### config.mk
export PLATFORM = sky130hd
export DESIGN_NAME = matrix_frame_sequencer_flat
export DESIGN_NICKNAME = d
export VERILOG_FILES = /design/src/rtl/matrix_frame_sequencer_if.sv /design/src/rtl/matrix_frame_sequencer.sv /design/src/flat_wrapper.sv
export SDC_FILE = /design/constraint.sdc
export NUM_CORES = 1
export LEC_CHECK = 0
export BUFFER_PORTS_ARGS = -buffer_cell sky130_fd_sc_hd__buf_2
export CELL_PAD_IN_SITES_DETAIL_PLACEMENT = 1
export CELL_PAD_IN_SITES_GLOBAL_PLACEMENT = 2
export CORE_MARGIN = 2
export CORE_UTILIZATION = 35
export DETAILED_ROUTE_END_ITERATION = 6
export PLACE_DENSITY_LB_ADDON = 0.08
export SETUP_SLACK_MARGIN = 0.15
export SYNTH_ARGS = -nofsm -noshare
export SYNTH_HDL_FRONTEND = slang
export SYNTH_SLANG_ARGS = --single-unit
### constraint.sdc
create_clock -name clk -period 8.7 [get_ports clk]
set_input_delay 1.305 -clock clk [delete_from_list [all_inputs] [get_ports clk]]
set_output_delay 1.305 -clock clk [all_outputs]
set_load 0.05 [all_outputs]
### src/rtl/matrix_frame_sequencer_if.sv
// Strip word stream between the frame sequencer and the bit-level shifter.
//   word_data  : 32-bit strip word
//   word_valid : word_data is valid; held until accepted
//   word_ready : shifter accepts the word this cycle
//   word_last  : marks the final end-frame word
interface matrix_frame_sequencer_if;
  logic [31:0] word_data;
  logic        word_valid;
  logic        word_ready;
  logic        word_last;

  modport master (output word_data, output word_valid, output word_last, input word_ready);
  modport slave  (input word_data, input word_valid, input word_last, output word_ready);
endinterface

### src/rtl/matrix_frame_sequencer.sv
// Sequences full 8x8 glyph frames for the LED strip serializer: walks glyph_idx
// through the font ROM, latches glyph + colours at frame start, emits a zero start
// word, 64 serpentine-ordered pixel words and END_WORDS zero end words, then dwells.
// Ports:
//   clk, rst_n        : clock (rising edge), asynchronous active-low reset
//   enable            : run request (level); a started frame always completes
//   glyph_idx         : registered ROM address
//   glyph_bits        : ROM data for glyph_idx (bit 63 = row 0, col 0)
//   fg_color/bg_color : strip words for lit / unlit pixels
//   frame_done        : one-cycle pulse after the last end word is accepted
//   busy              : high whenever the sequencer is not idle
//   word_if           : valid/ready word stream to the serializer
module matrix_frame_sequencer #(
  parameter int unsigned NUM_GLYPHS   = 26,
  parameter int unsigned DWELL_CYCLES = 1000,
  parameter int unsigned END_WORDS    = 2
) (
  input  logic        clk,
  input  logic        rst_n,
  input  logic        enable,
  output logic [4:0]  glyph_idx,
  input  logic [63:0] glyph_bits,
  input  logic [31:0] fg_color,
  input  logic [31:0] bg_color,
  output logic        frame_done,
  output logic        busy,
  matrix_frame_sequencer_if.master word_if
);

  localparam int unsigned EW = $clog2(END_WORDS + 1);
  localparam int unsigned DW = $clog2(DWELL_CYCLES + 1);

  typedef enum logic [2:0] {S_IDLE, S_START, S_PIX, S_END, S_DWELL} state_t;

  state_t        state, state_d;
  logic [4:0]    glyph_idx_d;
  logic [63:0]   glyph_q, glyph_q_d;
  logic [31:0]   fg_q, fg_q_d, bg_q, bg_q_d;
  logic [5:0]    pix, pix_d;
  logic [EW-1:0] e_cnt, e_cnt_d;
  logic [DW-1:0] dwell, dwell_d;
  logic [31:0]   data_d;
  logic          valid_d, last_d, frame_done_d;
  logic          xfer;

  // Even rows run right-to-left through the glyph row; odd rows left-to-right.
  function automatic logic [31:0] pix_word(input logic [5:0] p, input logic [63:0] g,
                                           input logic [31:0] fg, input logic [31:0] bg);
    logic [5:0] idx;
    logic [5:0] bit_pos;
    idx     = p[3] ? p : {p[5:3], 3'd7 - p[2:0]};
    bit_pos = 6'd63 - idx;
    return g[bit_pos] ? fg : bg;
  endfunction

  assign xfer = word_if.word_valid && word_if.word_ready;

  always_comb begin
    state_d      = state;
    glyph_idx_d  = glyph_idx;
    glyph_q_d    = glyph_q;
    fg_q_d       = fg_q;
    bg_q_d       = bg_q;
    pix_d        = pix;
    e_cnt_d      = e_cnt;
    dwell_d      = dwell;
    data_d       = word_if.word_data;
    valid_d      = word_if.word_valid;
    last_d       = word_if.word_last;
    frame_done_d = 1'b0;

    case (state)
      S_IDLE: begin
        if (enable) begin
          state_d   = S_START;
          glyph_q_d = glyph_bits;
          fg_q_d    = fg_color;
          bg_q_d    = bg_color;
          data_d    = '0;
          valid_d   = 1'b1;
          last_d    = 1'b0;
        end
      end
      S_START: begin
        if (xfer) begin
          state_d = S_PIX;
          pix_d   = '0;
          data_d  = pix_word(6'd0, glyph_q, fg_q, bg_q);
        end
      end
      S_PIX: begin
        if (xfer) begin
          if (pix == 6'd63) begin
            state_d = S_END;
            e_cnt_d = '0;
            data_d  = '0;
            last_d  = (END_WORDS == 1);
          end else begin
            pix_d  = pix + 6'd1;
            data_d = pix_word(pix + 6'd1, glyph_q, fg_q, bg_q);
          end
        end
      end
      S_END: begin
        if (xfer) begin
          if (e_cnt == EW'(END_WORDS - 1)) begin
            state_d      = S_DWELL;
            valid_d      = 1'b0;
            last_d       = 1'b0;
            frame_done_d = 1'b1;
            e_cnt_d      = '0;
            dwell_d      = DW'(DWELL_CYCLES);
          end else begin
            e_cnt_d = e_cnt + EW'(1);
            last_d  = ((e_cnt + EW'(1)) == EW'(END_WORDS - 1));
          end
        end
      end
      S_DWELL: begin
        // DWELL_CYCLES counted cycles advance glyph_idx; one further cycle lets the
        // ROM settle on the new address before it is latched on START entry.
        if (dwell != '0) begin
          dwell_d = dwell - DW'(1);
          if (dwell == DW'(1))
            glyph_idx_d = (glyph_idx == 5'(NUM_GLYPHS - 1)) ? 5'd0 : glyph_idx + 5'd1;
        end else if (enable) begin
          state_d   = S_START;
          glyph_q_d = glyph_bits;
          fg_q_d    = fg_color;
          bg_q_d    = bg_color;
          data_d    = '0;
          valid_d   = 1'b1;
          last_d    = 1'b0;
        end else begin
          state_d = S_IDLE;
        end
      end
      default: state_d = S_IDLE;
    endcase
  end

  always_ff @(posedge clk or negedge rst_n) begin
    if (!rst_n) begin
      state              <= S_IDLE;
      glyph_idx          <= '0;
      glyph_q            <= '0;
      fg_q               <= '0;
      bg_q               <= '0;
      pix                <= '0;
      e_cnt              <= '0;
      dwell              <= '0;
      word_if.word_data  <= '0;
      word_if.word_valid <= 1'b0;
      word_if.word_last  <= 1'b0;
      frame_done         <= 1'b0;
      busy               <= 1'b0;
    end else begin
      state              <= state_d;
      glyph_idx          <= glyph_idx_d;
      glyph_q            <= glyph_q_d;
      fg_q               <= fg_q_d;
      bg_q               <= bg_q_d;
      pix                <= pix_d;
      e_cnt              <= e_cnt_d;
      dwell              <= dwell_d;
      word_if.word_data  <= data_d;
      word_if.word_valid <= valid_d;
      word_if.word_last  <= last_d;
      frame_done         <= frame_done_d;
      busy               <= (state_d != S_IDLE);
    end
  end

endmodule
### src/flat_wrapper.sv
// flat-port wrapper written by rule: the top's interface ports become plain ports
module matrix_frame_sequencer_flat 
#(
  parameter int unsigned NUM_GLYPHS   = 26,
  parameter int unsigned DWELL_CYCLES = 1000,
  parameter int unsigned END_WORDS    = 2
)
  (clk, rst_n, enable, glyph_idx, glyph_bits, fg_color, bg_color, frame_done, busy, word_if_word_data, word_if_word_valid, word_if_word_last, word_if_word_ready);
  matrix_frame_sequencer_if word_if_i ();
  input  logic clk;
  input  logic rst_n;
  input  logic enable;
  output logic [4:0] glyph_idx;
  input  logic [63:0] glyph_bits;
  input  logic [31:0] fg_color;
  input  logic [31:0] bg_color;
  output logic frame_done;
  output logic busy;
  output wire logic [$bits(word_if_i.word_data)-1:0] word_if_word_data;
  output wire logic [$bits(word_if_i.word_valid)-1:0] word_if_word_valid;
  output wire logic [$bits(word_if_i.word_last)-1:0] word_if_word_last;
  input wire logic [$bits(word_if_i.word_ready)-1:0] word_if_word_ready;
  assign word_if_word_data = word_if_i.word_data;
  assign word_if_word_valid = word_if_i.word_valid;
  assign word_if_word_last = word_if_i.word_last;
  assign word_if_i.word_ready = word_if_word_ready;
  matrix_frame_sequencer #(.NUM_GLYPHS(NUM_GLYPHS), .DWELL_CYCLES(DWELL_CYCLES), .END_WORDS(END_WORDS)) u_core (.clk(clk), .rst_n(rst_n), .enable(enable), .glyph_idx(glyph_idx), .glyph_bits(glyph_bits), .fg_color(fg_color), .bg_color(bg_color), .frame_done(frame_done), .busy(busy), .word_if(word_if_i));
endmodule
# After elaboration in Yosys (flattened, before gate mapping)
# Index checks and enable logic that the tools add are counted.
[classes]
n_eq_ne = 17
order_cmp = 1
mux = 58
n_reduce_logical = 19
add_sub_neg = 6
[ops]
columns = ["cell", "count"]
rows = [
  ["32-bit two-way mux", 11],
  ["64-bit two-way mux", 2],
  ["32-bit case mux with 2 select lines", 2],
  ["32-bit case mux with 4 select lines", 1],
  ["64-bit case mux with 2 select lines", 1],
  ["10-bit two-way mux", 3],
  ["3-bit two-way mux", 7],
  ["10-bit case mux with 2 select lines", 1],
  ["4-bit AND reduction", 5],
  ["6-bit two-way mux", 3],
  ["1-bit two-way mux", 15],
  ["3-bit case mux with 5 select lines", 1],
  ["2-bit by 1-bit != test with 1-bit output (second input constant)", 6],
  ["6-bit case mux with 2 select lines", 1],
  ["10-bit by 1-bit == test with 1-bit output (second input constant)", 1],
  ["10-bit nonzero test", 1],
  ["10-bit by 1-bit subtractor with 10-bit output (second input constant)", 1],
  ["2-bit two-way mux", 4],
  ["2-bit nonzero test", 4],
  ["4-bit nonzero test", 2],
  ["6-bit by 7-bit < comparator with 1-bit output (second input constant)", 1],
  ["6-bit by 1-bit adder with 6-bit output (second input constant)", 1],
  ["1-bit binary-select mux with 6-bit select", 1],
  ["3-bit by 2-bit == test with 1-bit output (second input constant)", 2],
  ["other kinds (21)", 24],
]
[word_totals]
out_inout_bits = 41
in_bits = 132
wordCells = 114
regBits = 190

# Depth between registers and ports, before layout
# Gate-level depths: netlist (run 1).
[depth]
ltp_word = 10
depth_mapped = 12
mapped_depth_nobuf = 9

# Worst setup path before layout (run 1)
# Ideal clock, no wire load.
[synth_timing]
path_type = "register -> register"
from = "reg u_core.pix[0]"
to = "reg u_core.word_if.word_data[10]"
t_required_ns = 8.574
arrival_ns = 2.879
stages_incl_launch_ff = 11
period_less_slack_ns = 3.005
setup_slack_ns = 5.695
path_buffers = 3
setup_time_ns = 0.126
cell_sequence = "dfrtp_1 > ha_1 > buf_2 > buf_2 > mux4_2 > mux2_2 > o221a_2 > a2bb2oi_1 > o22ai_1 > buf_2 > a221o_1"
[synth_between]
elab_chain_len = 10
word_cells_on_any_way = 11
cone_classes = "add/sub (3); eq/ne (1); mux (7)"
[synth_lines]
columns = ["item", "line", "text"]
rows = [
  ["start, declared", "matrix_frame_sequencer.sv:39", "logic [5:0] pix, pix_d;"],
  ["start signal, assigned", "matrix_frame_sequencer.sv:163", "pix <= pix_d;"],
  ["6-bit by 1-bit adder with 6-bit output", "matrix_frame_sequencer.sv:100", "data_d = pix_word(pix + 6'd1, glyph_q, fg_q, bg_q);"],
  ["3-bit subtractor", "matrix_frame_sequencer.sv:51", "idx = p[3] ? p : {p[5:3], 3'd7 - p[2:0]};"],
  ["4-bit two-way mux", "matrix_frame_sequencer.sv:51", ""],
  ["6-bit subtractor", "matrix_frame_sequencer.sv:52", "bit_pos = 6'd63 - idx;"],
  ["1-bit binary-select mux with 6-bit select", "matrix_frame_sequencer.sv:53", "return g[bit_pos] ? fg : bg;"],
  ["1-bit two-way mux (not written as such)", "matrix_frame_sequencer.sv:53", ""],
  ["32-bit two-way mux", "matrix_frame_sequencer.sv:53", ""],
  ["32-bit two-way mux (*)", "matrix_frame_sequencer.sv:93", "if (pix == 6'd63) begin"],
  ["32-bit two-way mux (*)", "matrix_frame_sequencer.sv:92", "if (xfer) begin"],
  ["32-bit case mux with 4 select lines (*)", "matrix_frame_sequencer.sv:72", "case (state)"],
  ["end signal, assigned", "matrix_frame_sequencer.sv:166", "word_if.word_data <= data_d;"],
  ["end, declared", "matrix_frame_sequencer_if.sv:12", "modport master (output word_data, output word_valid, output word_last, input word_ready);"],
]
# Every way passes the cells marked *; elsewhere a longest branch is shown, timed or not. The select of a mux whose other input is x is not followed.
# A chain may end at the register's enable or synchronous reset.

# Final worst setup path (run 1)
[layout_timing]
from = "reg u_core.pix[1]"
to = "reg u_core.word_if.word_data[25]"
# The elaborated chain is that of the path after synthesis.

==> metrics.md, run 1 <==
| Metric | Value |
|---|---|
| Clock period minus worst slack | 4.03 ns |
| Compound-Gate Fraction of Synth Area | 0.107 |
| Synth cell types | 58 |
| Max Root-Sink Buffers | 2 |
| Routed WL | 25800 um |
| Number of synthesized flops with an enable pin | 0 |
| Clk slew on worst S/H paths | 0.07 ns |
| Total GRT Usage | 0.190 |
| CP max stage cell | mux2_2 |
| Drt drc | 0 |
| Post-DP HPWL | 17400 um |
| Most used cell, CP | mux2_2 |
| Initial antenna violation count | 1 |
| Core area | 26200 um2 |
| Synth area leader | dfrtp_1 |
| Worst-Margin Slew | 1.18 ns |
| Setup-failing EPs final | 0 |
| Largest net degree at the start of global routing | 112 |
| Worst EP required | 9.07 ns |
| Number of synthesized register bits | 190 |
| Clock sinks | 190 |
| Starting Density | 0.358 |
| Area delta synth->final | 19.1% |
| Placer Congestion | 0.802 |
| Peak VDD IR | 113 uV |
| Num CTS Buffers | 17 |
| Post-synthesis xor/xnor area fraction | 0.0161 |
| Max incr delay on CP | 0.80 ns |
| Power density cells | 155 nW/um2 |
| Max-slew headroom | 0.215 |
| Initial DRT Pass Iterations | 6 |
| Mux cell area share after synthesis | 0.247 |
| Number of I/O port buffers | 172 |
| Setup ws final | 4.67 ns |
| Total grt overflow | 0 |
| Most frequent cell after synthesis | dfrtp_1 |
| DR iter-0 viols | 352 |
| Ant. Diodes | 0 |
| Top cells by area, synth | dfrtp_1 (51%), mux2_2 (16%), mux2i_1 (4.7%), mux4_2 (3.8%), a221o_1 (3.4%) |
| Area share of the largest cell type after synthesis | 0.507 |
| Tcrit/Tclk final | 0.464 |
| Yosys warning count | 0 |
| Pleak | 5.41 nW |
| Achievable frequency | 248 MHz |
| Remaining antenna violation count | 0 |
| Total number of vias | 6836 |
| Postcts setup bufs | 0 |
| Standard-cell rows | 59 |
| Main synth FF type | dfrtp_1 |
| Die area | 28100 um2 |
| Final hold violation count | 0 |
| Vias in the first global route | 7594 |
| Clock Latency Late Sink | 0.44 ns |
| Critical-path cell list | ha_1 -> buf_4 -> mux4_2 -> mux2_2 -> o221a_2 -> a2bb2oi_1 -> mux2_2 -> a221o_1 |
| Final core utilization | 0.426 |
| DR WL/cell | 20.3 um |
| Setup_tns | 0 ns |
| CP Capture Type | flop |
| Run status | finished, final reports clean |
| Cts hold-fix bufs | 0 |
| Post-synth ARST share | 1.00 |
| CP arrival | 4.40 ns |
| Worst-path fanout max | 32 |
| Syn_nets | 906 |
| Boundary pin count | 173 |
| Vias/cell | 5.40 |
| Mapped Area | 9380 um2 |
| Simple-Gate Fraction of Synth Area | 0.0911 |
| Layout cells sized above 1 | 0.403 |
| Avg Cell Area, Syn | 12.2 um2 |
| Pre-CTS setup slack | 4.61 ns |
| Max-cap violations | 0 |
| Layout Nets | 1056 |
| CP Class | reg2reg |
| Cells after Synth | 769 |
| Die Height | 168 um |
| Clock Skews | 0.0200 ns |
| Clock root buffer | clkbuf_16 |
| CTS resizes | 0 |
| HP Class | reg2reg |
| Post-Synth Adder-Cell Area | 0.00667 |
| Die X | 168 um |
| Critical Path Source Type | flop |
| Largest family of logic cells by synthesized area | multiplexers |
| CTS tree | done |
| Seq/Total Area, Yosys | 0.507 |
| Total number of H-tree levels | 4 |
| Max Slew Vio Count | 0 |
| Top cells by count, synth | dfrtp_1 (190), mux2_2 (135), nand2_1 (55) |
| RSZ-0062 raised after global routing | no |
| First-pass GRT wire length | 41900 um |
## per-layer routing
layer / GRT usage / vias up / part of all wire
li1: - / 3135 / -
met1: 0.237 / 3522 / 0.43
met2: 0.334 / 158 / 0.52
met3: 0.0385 / 19 / 0.038
met4: 0.0510 / 2 / 0.011
met5: 0 / - / 0.00050
## cell families (layout without fill, tap and decap cells)
logic type | after synthesis | count (layout)
fa+ha+maj | 5 | 5
xor+xnor | 13 | 13
flops | 190 | 190
compound gates | 142 | 142
mux | 195 | 195
simple gates | 166 | 166
buf+inv | 58 | 221
## power breakdown
group / total (mW) / switching (mW) / internal [mW]
logic: 0.0509 / 0.0292 / 0.0217
registers: 0.882 / 0 / 0.882
clock network: 0.802 / 0.391 / 0.411
## final timing paths
| path | slack, ns | start | depth (start not counted) | end |
|---|---|---|---|---|
| setup / recovery | 4.67 | u_core.pix[1] | 8 | u_core.word_if.word_data[25] |
| hold / removal | 0.51 | u_core.glyph_q[47] | 1 | u_core.glyph_q[47] |
| setup reg to reg | 4.67 | u_core.pix[1] | 8 | u_core.word_if.word_data[25] |
| hold reg to reg | 0.51 | u_core.glyph_q[47] | 1 | u_core.glyph_q[47] |
| max in group asynchronous | 6.02 | rst_n | 2 | u_core.glyph_q[56] |
| min in group asynchronous | 0.96 | rst_n | 1 | u_core.glyph_q[33] |
## cell type report
class | count | area, um2
multi-input combinational | 521 | 4440
inverter | 10 | 37.5
clock inverter | 15 | 175
fill | 2801 | 15000
sequential | 190 | 4760
clock buffer | 17 | 425
timing repair buffer | 179 | 922
tap | 335 | 419
## cells in the final DEF, fill, tap and decap left out, types with 4 or more instances in the layout
cell type	synthesis	final
clkinv_4	0	5
nor3b_1	4	4
nor3_1	11	10
o21ai_0	54	54
buf_2	10	171
clkbuf_16	0	17
xnor2_1	7	7
buf_4	1	7
nor2_1	17	17
and2_1	34	34
nor2b_1	8	8
xor2_1	4	4
ha_1	5	5
mux4_2	16	16
dfrtp_1	190	189
a211oi_1	4	4
a21oi_1	10	10
inv_8	0	4
inv_1	10	10
a31oi_1	7	7
a221o_1	32	32
a21o_1	4	4
nand2_1	55	55
nand3_1	16	15
mux2i_1	44	44
mux2_2	135	135
o31ai_1	5	5
## through the flow
| stage | total power, mW | hold WS [ns] | cells | cell area, um2 |
|---|---|---|---|---|
| final | 1.74 | 0.507 | 1267 | 11200 |
| after global routing | 1.81 | 0.518 | 1267 | 11200 |
| after CTS | 1.77 | 0.512 | 1267 | 11200 |
| after detailed placement | 0.954 | 0.497 | 1235 | 10600 |
| after global placement | 0.952 | 0.484 | 1235 | 10600 |
| after floorplan | 0.901 | 0.465 | 769 | 9380 |
## registers in the layout, summed over array words and instances, names as in the netlist
| register | count |
|---|---|
| u_core.state | 3 |
| u_core.glyph_idx | 5 |
| u_core.frame_done | 1 |
| u_core.glyph_q | 64 |
| u_core.pix | 6 |
| u_core.word_if.word_data | 32 |
| u_core.word_if.word_last | 1 |
| u_core.busy | 1 |
| u_core.dwell | 10 |
| u_core.word_if.word_valid | 1 |
| u_core.bg_q | 32 |
| u_core.fg_q | 32 |
| u_core.e_cnt | 2 |
## critical path, delay by kind of cell, from the launching register on
family | cells | cell delay, ns
AO/OA/AOI/OAI | 3 | 1.01
adder cells (fa/ha/maj) | 1 | 0.39
buffers and inverters | 1 | 0.37
flip-flops | 1 | 0.53
multiplexers | 3 | 1.65
(Power assumes the default switching activity.)
==> inputs of run 2 (changes only) <==
--- a/config.mk
+++ b/config.mk
@@ -9,7 +9,7 @@
 export CELL_PAD_IN_SITES_DETAIL_PLACEMENT = 1
 export CELL_PAD_IN_SITES_GLOBAL_PLACEMENT = 2
 export CORE_MARGIN = 2
-export CORE_UTILIZATION = 35
+export CORE_UTILIZATION = 34
 export DETAILED_ROUTE_END_ITERATION = 6
 export PLACE_DENSITY_LB_ADDON = 0.08
 export SETUP_SLACK_MARGIN = 0.15
==> constraint.sdc (replaced) <==
create_clock -name clk -period 3.4 [get_ports clk]
set_input_delay 0.51 -clock clk [delete_from_list [all_inputs] [get_ports clk]]
set_output_delay 0.51 -clock clk [all_outputs]
set_load 0.05 [all_outputs]
==> run 2 against run 1 <==
Total power rose to 2.6 times the previous value. Routed wire length rose by 7.3%. Critical endpoint is now u_core.word_if.word_data[1]. Clock-buffer cell count did not move. Final cell count rose by 2.9%. Sequential share of layout area fell by 1.6 points. Largest power group unchanged. Worst setup slack got worse by 4.4 ns. Sequential power rose to 2.6 times the previous value. Sequential cell count did not move. Clock skew rose by 0.017 ns. Global-route usage rose by 0.18 points. Worst hold slack got worse by 0.42 ns.
==> metrics.md, run 2 (same netlist as run 1, synthesis figures left out) <==
| Metric | Value |
|---|---|
| Drt drc | 0 (unchanged) |
| Critical R2R Capture | u_core.word_if.word_data[1] |
| Post-DP HPWL | 18300 um (+5.1%) |
| Die X | 170 um (+1.4%) |
| Peak VDD IR | 311 uV (+170%) |
| Setup ws final | 0.238 ns (-4.43 ns) |
| Clock Skews | 0.0371 ns (+0.0171 ns) |
| Critical Path Source Type | flop |
| Commonest cells after routing, fill and taps aside | dfrtp_1 (188), buf_2 (171), mux2_2 (135) |
| RSZ-0062 raised after global routing | yes |
| Vias/cell | 5.36 (-0.65%) |
| Num CTS Buffers | 17 (unchanged) |
| Area delta synth->final | 23.8% |
| Pleak | 5.61 nW (+3.8%) |
| Tcrit/Tclk final | 0.930 (+0.466) |
| Setup-failing EPs final | 0 (unchanged) |
| CTS tree | done |
| Number of I/O port buffers | 172 (unchanged) |
| Clock share of power | 0.463 (about the same) |
| Die area | 28900 um2 (+2.9%) |
| Worst Setup SP | u_core.pix[0] |
| Remaining antenna violation count | 0 (unchanged) |
| Switching share of power | 0.243 (+0.000676) |
| Total number of H-tree levels | 4 (unchanged) |
| Worst-Margin Slew | 1.08 ns (-0.101 ns) |
| Clock period minus worst slack | 3.16 ns (-0.873 ns) |
| Critical-path cell list | ha_4 -> buf_12 -> mux4_2 -> mux2_2 -> o211ai_1 -> a2bb2oi_4 -> buf_12 -> o22ai_4 -> buf_12 -> a221o_1 |
| CP endpoint | u_core.word_if.word_data[1] |
| Hold WS | 0.0916 ns (-0.415 ns) |
| Max-cap violations | 0 (unchanged) |
| DR iter-0 viols | 282 (-20%) |
| Share of power burned in registers | 0.507 (about the same) |
| Reg with most FFs | u_core.glyph_q |
| Clk slew on worst S/H paths | 0.08 ns (about the same) |
| Power density cells | 383 nW/um2 (+150%) |
| Starting Density | 0.347 (-0.0109) |
| First-pass GRT wire length | 42600 um (+1.8%) |
| Total grt overflow | 0 (unchanged) |
| Layout cells sized above 1 | 0.429 (+0.0254) |
| Clock root buffer | clkbuf_16 |
| DR WL/cell | 21.2 um (+4.3%) |
| Pint | 3.37 mW (+160%) |
| HP Class | in2async |
| Die Height | 170 um (+1.4%) |
| Layout Nets | 1087 (+2.9%) |
| Most used cell, CP | buf_12 |
| Total GRT Usage | 0.192 (+0.00180) |
| CP Class | reg2reg |
| Fin cells | 1304 (+2.9%) |
| Boundary pin count | 173 (unchanged) |
| Final hold violation count | 0 (unchanged) |
| Ant. Diodes | 0 (unchanged) |
| Initial DRT Pass Iterations | 4 (-2) |
| Initial antenna violation count | 1 (unchanged) |
| Pre-CTS setup slack | -0.165 ns (-4.77 ns) |
| Cts hold-fix bufs | 0 (unchanged) |
| CP arrival | 3.47 ns (-0.93 ns) |
| Worst-path fanout max | 13 (-59%) |
| Vias in the first global route | 7650 (+0.74%) |
| Max Root-Sink Buffers | 2 (unchanged) |
| Max FFs per register | 64 (unchanged) |
| Largest net degree at the start of global routing | 132 (+18%) |
| Standard-cell rows | 60 (+1.7%) |
| Total number of vias | 6990 (+2.3%) |
| Combinational power share | 0.030 (about the same) |
| DP Cell Count | 1261 (+2.1%) |
| R2r worst-path depth | 10 (+2) |
| Achievable frequency | 316 MHz (+28%) |
| Clock Latency Late Sink | 0.46 ns (+0.02 ns) |
| Run status | finished, final reports clean |
| Routed WL | 27700 um (+7.3%) |
| Core area | 27000 um2 (+3.1%) |
| Clock sinks | 190 (unchanged) |
| R2r setup slk | 0.24 ns (-4.43 ns) |
| Commonest non-fill, non-tap cell in the layout | dfrtp_1 |
| Max-slew headroom | 0.280 (+0.0656) |
| Max Slew Vio Count | 0 (unchanged) |
| RR Startpoint | u_core.pix[0] |
| P_sw | 1.08 mW (+160%) |
| Placer Congestion | 0.792 (-1.3%) |
| CP max stage cell | mux4_2 |
| CP Capture Type | flop |
| Worst EP required | 3.70 ns (-5.37 ns) |
| Max incr delay on CP | 0.49 ns (-0.31 ns) |
run 2: cell type report:
type | count | area [um2]
clock buffers | 17 | 425
repair buffers | 205 | 1220
well taps | 341 | 427
multi-input cells | 526 | 4580
flip-flops and latches | 190 | 4760
clock inverters | 15 | 174
inverters | 10 | 37.5
fillers | 2900 | 15400
run 2: how the worst min path moves through the flow:
stage,cells past startpoint,endpoint,start
6_report,1,u_core.glyph_q[35],rst_n
5_1_grt,1,u_core.glyph_q[35],rst_n
3_3_place_gp,1,u_core.bg_q[31],u_core.bg_q[31]
4_1_cts,1,u_core.glyph_q[34],rst_n
2_1_floorplan,0,u_core.bg_q[0],rst_n
3_5_place_dp,1,u_core.glyph_q[0],u_core.glyph_q[0]
run 2: stage by stage:
step	TNS [ns]	power [mW]	util	area, um2
after floorplan	0	2.31	-	9380
final	0	4.45	0.430	11600
after global routing	0	4.62	0.430	11600
after global placement	-1.23	2.44	0.399	10800
after detailed placement	-4.74	2.44	0.399	10800
after CTS	0	4.52	0.424	11500
run 2: what timing repair did:
item | CTS | global route
setup endpoints to repair | 32 | 32
pin swaps | 1 | 6
cloned | 2 | 4
buffers inserted | 2 | 3
resized for setup | 7 | 10
run 2: power groups by stage:
stage | Clock, mW | Sequential [mW] | Combinational (mW)
after detailed placement | 0 | 2.30 | 0.140
final | 2.06 | 2.26 | 0.133
after floorplan | 0 | 2.30 | 0.00231
after CTS | 2.12 | 2.26 | 0.140
after global placement | 0 | 2.30 | 0.135
after global routing | 2.21 | 2.26 | 0.152
run 2: routing by layer:
metal / share of wire / track usage
met5: 0.00040 / 0
met4: 0.013 / 0.0524
met1: 0.45 / 0.246
met3: 0.037 / 0.0374
met2: 0.50 / 0.330
run 2: worst max-delay path: cells and delay by family, from the launching register on:
family | cells | cell delay [ns]
AOI/OAI and AO/OA | 4 | 0.93
muxes | 2 | 0.78
buffers and inverters | 3 | 0.51
DFF | 1 | 0.44
adders and majority gates | 1 | 0.36
